==> src/rtl/vga_fb_arbiter.sv <==
// Framebuffer arbiter: scanout reads take every 4th active-video cycle, buffered CPU
// writes drain in all other cycles; sync signals are delayed to match the colour pipe.
module vga_fb_arbiter #(
    parameter int unsigned CELLS_X    = 160,
    parameter int unsigned CELLS_Y    = 120,
    parameter int unsigned HD         = 640,
    parameter int unsigned VD         = 480,
    parameter int unsigned FIFO_DEPTH = 4,
    parameter int unsigned AW         = 15,
    parameter int unsigned DW         = 8
) (
    input  logic          clock,
    input  logic          reset,
    input  logic [9:0]    pixel_x,
    input  logic [9:0]    pixel_y,
    input  logic          video_enable,
    input  logic          hsync_in,
    input  logic          vsync_in,
    input  logic          cpu_wr_valid,
    output logic          cpu_wr_ready,
    input  logic [AW-1:0] cpu_wr_addr,
    input  logic [DW-1:0] cpu_wr_data,
    output logic [AW-1:0] mem_addr,
    output logic          mem_we,
    output logic [DW-1:0] mem_wdata,
    input  logic [DW-1:0] mem_rdata,
    output logic [DW-1:0] rgb_out,
    output logic          hsync_out,
    output logic          vsync_out,
    output logic          fifo_empty,
    output logic          addr_err
);

    localparam int unsigned NUM_CELLS = CELLS_X * CELLS_Y;
    localparam int unsigned PW        = $clog2(FIFO_DEPTH);
    localparam int unsigned CW        = PW + 1;

    logic [AW-1:0] fifo_addr [FIFO_DEPTH];
    logic [DW-1:0] fifo_data [FIFO_DEPTH];
    logic [PW-1:0] wr_ptr;
    logic [PW-1:0] rd_ptr;
    logic [CW-1:0] count;
    logic [CW-1:0] count_next;

    logic          fetch;
    logic          push;
    logic          pop;
    logic          head_ok;
    logic [AW-1:0] fetch_addr;

    logic          rd_pending;
    logic [DW-1:0] colour;
    logic [1:0]    en_pipe;
    logic [1:0]    hs_pipe;
    logic [1:0]    vs_pipe;

    // Fetch slot: first pixel of each 4-pixel cell inside the active area.
    assign fetch = !reset && video_enable && (pixel_x[1:0] == 2'b00)
                   && (pixel_x < 10'(HD)) && (pixel_y < 10'(VD));

    assign fetch_addr = AW'(pixel_y >> 2) * AW'(CELLS_X) + AW'(pixel_x >> 2);

    assign head_ok    = fifo_addr[rd_ptr] < AW'(NUM_CELLS);
    assign push       = !reset && cpu_wr_valid && cpu_wr_ready;
    assign pop        = !reset && !fetch && (count != '0);
    assign count_next = count + CW'(push) - CW'(pop);

    // RAM port mux: scanout first, then the FIFO head, otherwise idle at address 0.
    always_comb begin
        mem_addr  = '0;
        mem_we    = 1'b0;
        mem_wdata = '0;
        if (fetch) begin
            mem_addr = fetch_addr;
        end else if (pop && head_ok) begin
            mem_addr  = fifo_addr[rd_ptr];
            mem_wdata = fifo_data[rd_ptr];
            mem_we    = 1'b1;
        end
    end

    always_ff @(posedge clock) begin
        if (push) begin
            fifo_addr[wr_ptr] <= cpu_wr_addr;
            fifo_data[wr_ptr] <= cpu_wr_data;
        end
    end

    always_ff @(posedge clock) begin
        if (reset) begin
            wr_ptr       <= '0;
            rd_ptr       <= '0;
            count        <= '0;
            cpu_wr_ready <= 1'b1;
            addr_err     <= 1'b0;
            rd_pending   <= 1'b0;
            colour       <= '0;
            en_pipe      <= '0;
            hs_pipe      <= '0;
            vs_pipe      <= '0;
        end else begin
            if (push) begin
                wr_ptr <= wr_ptr + PW'(1);
            end
            if (pop) begin
                rd_ptr <= rd_ptr + PW'(1);
            end
            if (pop && !head_ok) begin
                addr_err <= 1'b1;
            end
            count        <= count_next;
            cpu_wr_ready <= (count_next != CW'(FIFO_DEPTH));
            rd_pending   <= fetch;
            if (rd_pending) begin
                colour <= mem_rdata;
            end
            en_pipe <= {en_pipe[0], video_enable};
            hs_pipe <= {hs_pipe[0], hsync_in};
            vs_pipe <= {vs_pipe[0], vsync_in};
        end
    end

    assign rgb_out    = en_pipe[1] ? colour : '0;
    assign hsync_out  = hs_pipe[1];
    assign vsync_out  = vs_pipe[1];
    assign fifo_empty = (count == '0);

endmodule
==> config.mk <==
export PLATFORM = sky130hd
export DESIGN_NAME = vga_fb_arbiter
export DESIGN_NICKNAME = d
export VERILOG_FILES = /design/src/rtl/vga_fb_arbiter.sv
export SDC_FILE = /design/constraint.sdc
export NUM_CORES = 1
export LEC_CHECK = 0
export CORE_MARGIN = 10
export CORE_UTILIZATION = 40
export CTS_BUF_LIST = sky130_fd_sc_hd__clkbuf_16
export DETAILED_ROUTE_END_ITERATION = 8
export PLACE_DENSITY = 0.66
export SKIP_LAST_GASP = 1
export SLEW_MARGIN = 20
export SYNTH_ARGS = -nofsm -noshare
export SYNTH_HDL_FRONTEND = slang
export SYNTH_SLANG_ARGS = --single-unit
==> constraint.sdc <==
create_clock -name clock -period 2.4 [get_ports clock]
set_input_delay 0.36 -clock clock [delete_from_list [all_inputs] [get_ports clock]]
set_output_delay 0.36 -clock clock [all_outputs]
set_load 0.1 [all_outputs]
==> flow_summary.json <==
{
  "syn2layout_area_growth_pct": 54.11,
  "crit_type": "in2out",
  "ys.flop_type": "edfxtp_1",
  "worstSetupEndpointType": "output port",
  "synth_cells": 326,
  "path_buf_inv": 5,
  "finalClockSkew_ns": 0.007403,
  "setup_ws_ns": -0.5398,
  "synth_cell_types": 38,
  "wl_per_cell_um": 17.84,
  "finalSetupViolations": 25,
  "power.density_nw_per_um2": 1001,
  "synthTopCellsByArea": "edfxtp_1, dfxtp_1, mux4_2, ha_1, mux4_1",
  "ant_nets": 0,
  "cp_slowest_stage_delay_ns": 0.43,
  "synth-seq-cells": 118,
  "grt.total_usage_pct": 13.87,
  "hold_class": "reg2reg",
  "drv_slew": 0,
  "die_area_um2": 17990,
  "vias": 3313,
  "r2r-end": "cpu_wr_ready$_SDFF_PP1_",
  "grt_remaining_overflow": 0,
  "syn_nets": 407,
  "netlist_area_um2": 5210,
  "cp_max_fo": 3,
  "timing.rr.start": "count[1]$_SDFF_PP0_",
  "cp.arrival_ns": 2.58,
  "routabilityCongestion": 0.7831,
  "num_io_pins": 94,
  "initial_utilization_pct": 41.12,
  "status": "complete, but fails checks",
  "antenna_found_initial": 0,
  "clk_pin_slew_worst_paths_ns": 0.05,
  "dpl_cell_area_um2": 7217,
  "insertion_delay_ns": 0.40,
  "critical-path-slowest-cell": "fa_2",
  "crit_path_start": "pixel_y[5]",
  "synth-async-reset-ratio_pct": 0,
  "place_hpwl_mm": 8.324,
  "rrSetupSlack_ns": 0.21,
  "fin_crit_sh_pct": 122.5,
  "portBuffers": 91,
  "drive_gt1_share_pct": 44.31,
  "slew_headroom_pct": 69.94,
  "grt_first_pass_wirelength_mm": 19.51,
  "cp-endpoint": "mem_addr[12]",
  "antenna_cells": 0,
  "critical-path-top-delay-family": "adder cells",
  "htree_levels": 4,
  "die_h_um": 134.1,
  "synth.most_common_cell": "edfxtp_1",
  "drtIter0Drc": 160,
  "holdBufCountCts": 0,
  "drv_cap": 0,
  "ys_warn_count": 0,
  "cp_cell_sequence": "buf_2 > ha_4 > ha_4 > inv_2 > fa_2 > nor2b_4 > o22ai_2 > xnor2_2 > buf_4 > buf_4 > xnor2_1 > a22o_4 > buf_12",
  "rsz0062_at_grt": "true",
  "p_leak_nw": 3.026,
  "synth_edf_count": 92,
  "yosysTopAreaCellShare_pct": 53.03,
  "grt_pass1_vias": 3708,
  "violations": "negative setup slack",
  "hold_viol_final": 0,
  "start_kind": "primary input",
  "cts_root_buffer": "clkbuf_16",
  "drc": 0,
  "die_x_um": 134.1,
  "design_area_um2": 8029,
  "cts_tree": "built",
  "syn_area_per_cell_um2": 15.98,
  "drt_pass1_iterations": 4,
  "cts_sinks": 118,
  "vdd_drop_max_mv": 0.6745,
  "worst_pin_slew_ns": 0.4503,
  "wirelength_mm": 12.00,
  "yosysSeqAreaShare_pct": 63.02,
  "period_needed_ns": 2.940,
  "utilization_pct": 63.37,
  "rows": 41,
  "yosysTopAreaCell": "edfxtp_1",
  "grt_max_degree": 25,
  "core_region_area_um2": 12670,
  "cts_buffers": 17,
  "netlist_top_cells_count": "edfxtp_1, dfxtp_1, ha_1",
  "nets": 569,
  "ctsLongestPathBuffers": 2,
  "fmax_mhz": 340.2,
  "required_ns": 2.04,
  "reg2reg_depth": 11,
  "path_depth": 13,
  "vias_per_cell": 4.923
}
## report_power, final
| part | leakage (nW) | internal, mW | switching (mW) |
|---|---|---|---|
| clock network | 0.257 | 1.34 | 0.946 |
| logic | 1.72 | 1.49 | 1.82 |
| registers | 1.05 | 2.36 | 0.0784 |
| total | 3.03 | 5.19 | 2.85 |
## worst min path at each step
stage                     startpoint               endpoint  slack, ns  cells after the start
6_report       en_pipe[0]$_SDFF_PP0_  en_pipe[1]$_SDFF_PP0_       0.43                      1
2_1_floorplan  en_pipe[0]$_SDFF_PP0_  en_pipe[1]$_SDFF_PP0_       0.41                      1
3_3_place_gp   hs_pipe[0]$_SDFF_PP0_  hs_pipe[1]$_SDFF_PP0_       0.42                      1
4_1_cts        en_pipe[0]$_SDFF_PP0_  en_pipe[1]$_SDFF_PP0_       0.43                      1
5_1_grt        vs_pipe[0]$_SDFF_PP0_  vs_pipe[1]$_SDFF_PP0_       0.46                      1
3_5_place_dp   en_pipe[0]$_SDFF_PP0_  en_pipe[1]$_SDFF_PP0_       0.42                      1
## through the flow
stage	total power, mW	setup slack, ns	hold slack (ns)	cells	setup TNS [ns]
3_3_place_gp	5.539	-0.9182	0.4188	628	-14.23
5_1_grt	8.368	-0.6204	0.4625	673	-13.60
6_report	8.036	-0.5398	0.4320	673	-10.65
3_5_place_dp	5.563	-0.9530	0.4212	628	-14.98
2_1_floorplan	4.512	-0.2839	0.4138	326	-3.425
4_1_cts	8.073	-0.5829	0.4341	668	-12.96
## layout by cell type (no fill, tap or decap), types with 3 or more instances in the layout
cell and count:
clkbuf_2 3, inv_6 6, nor2_1 18, clkbuf_16 17, xnor2_1 8, dlymetal6s2s_1 3, mux4_1 7, clkdlybuf4s50_1 43
nor2b_1 11, dfxtp_2 3, ha_2 3, inv_1 15, buf_12 31, fa_2 3, and2_1 12, mux2i_1 8
xnor2_2 3, ha_4 11, and3_2 7, a22o_4 15, mux4_2 16, ha_1 7, dfxtp_1 23, nor3_1 3
clkinvlp_4 4, buf_4 68, edfxtp_1 92, xor2_1 4, nand2_1 5
## logic make-up (layout without fill, tap and decap cells)
| kind of cell | count (synthesis) | count (layout) | synth area share (%) |
|---|---|---|---|
| AO/OA/AOI/OAI | 33 | 33 | 5.091 |
| buffers and inverters | 30 | 205 | 3.074 |
| adder cells (fa/ha/maj) | 24 | 24 | 6.196 |
| multiplexers | 31 | 31 | 12.06 |
| AND/OR/NAND/NOR | 74 | 74 | 7.877 |
| XOR/XNOR | 16 | 16 | 2.690 |
| flip-flops | 118 | 118 | 63.02 |
## cell type report
cell class	instances	area (µm²)
multi-input combinational	178	2208
timing repair buffer	156	1709
tap	172	215.2
clock inverter	15	120.1
sequential	118	3287
inverter	17	63.81
fill	915	4642
clock buffer	17	425.4
## timing repair
action,in CTS,in global routing
buffers inserted,7,6
pin swaps,13,15
endpoints found under the setup margin,27,27
gates resized for setup,36,23
gates cloned,2,0
endpoints found under the hold margin,0,0
## state kept, by name, indices dropped and copies added, names as in the netlist, named ones only
register / cells
fifo_addr: 60
en_pipe: 2
fifo_data: 32
addr_err: 1
rd_pending: 1
colour: 8
vs_pipe: 2
count: 3
rd_ptr: 2
hs_pipe: 2
cpu_wr_ready: 1
wr_ptr: 2
## metal layers
metal	share of wire [%]	GRT usage [%]	routed length, µm
met2	52	24.06	6198
met1	42	15.68	5009
met5	0	0	0
met3	5.9	5.116	708
met4	0.73	3.809	88
No activity file was read; power rests on OpenSTA's default activity.
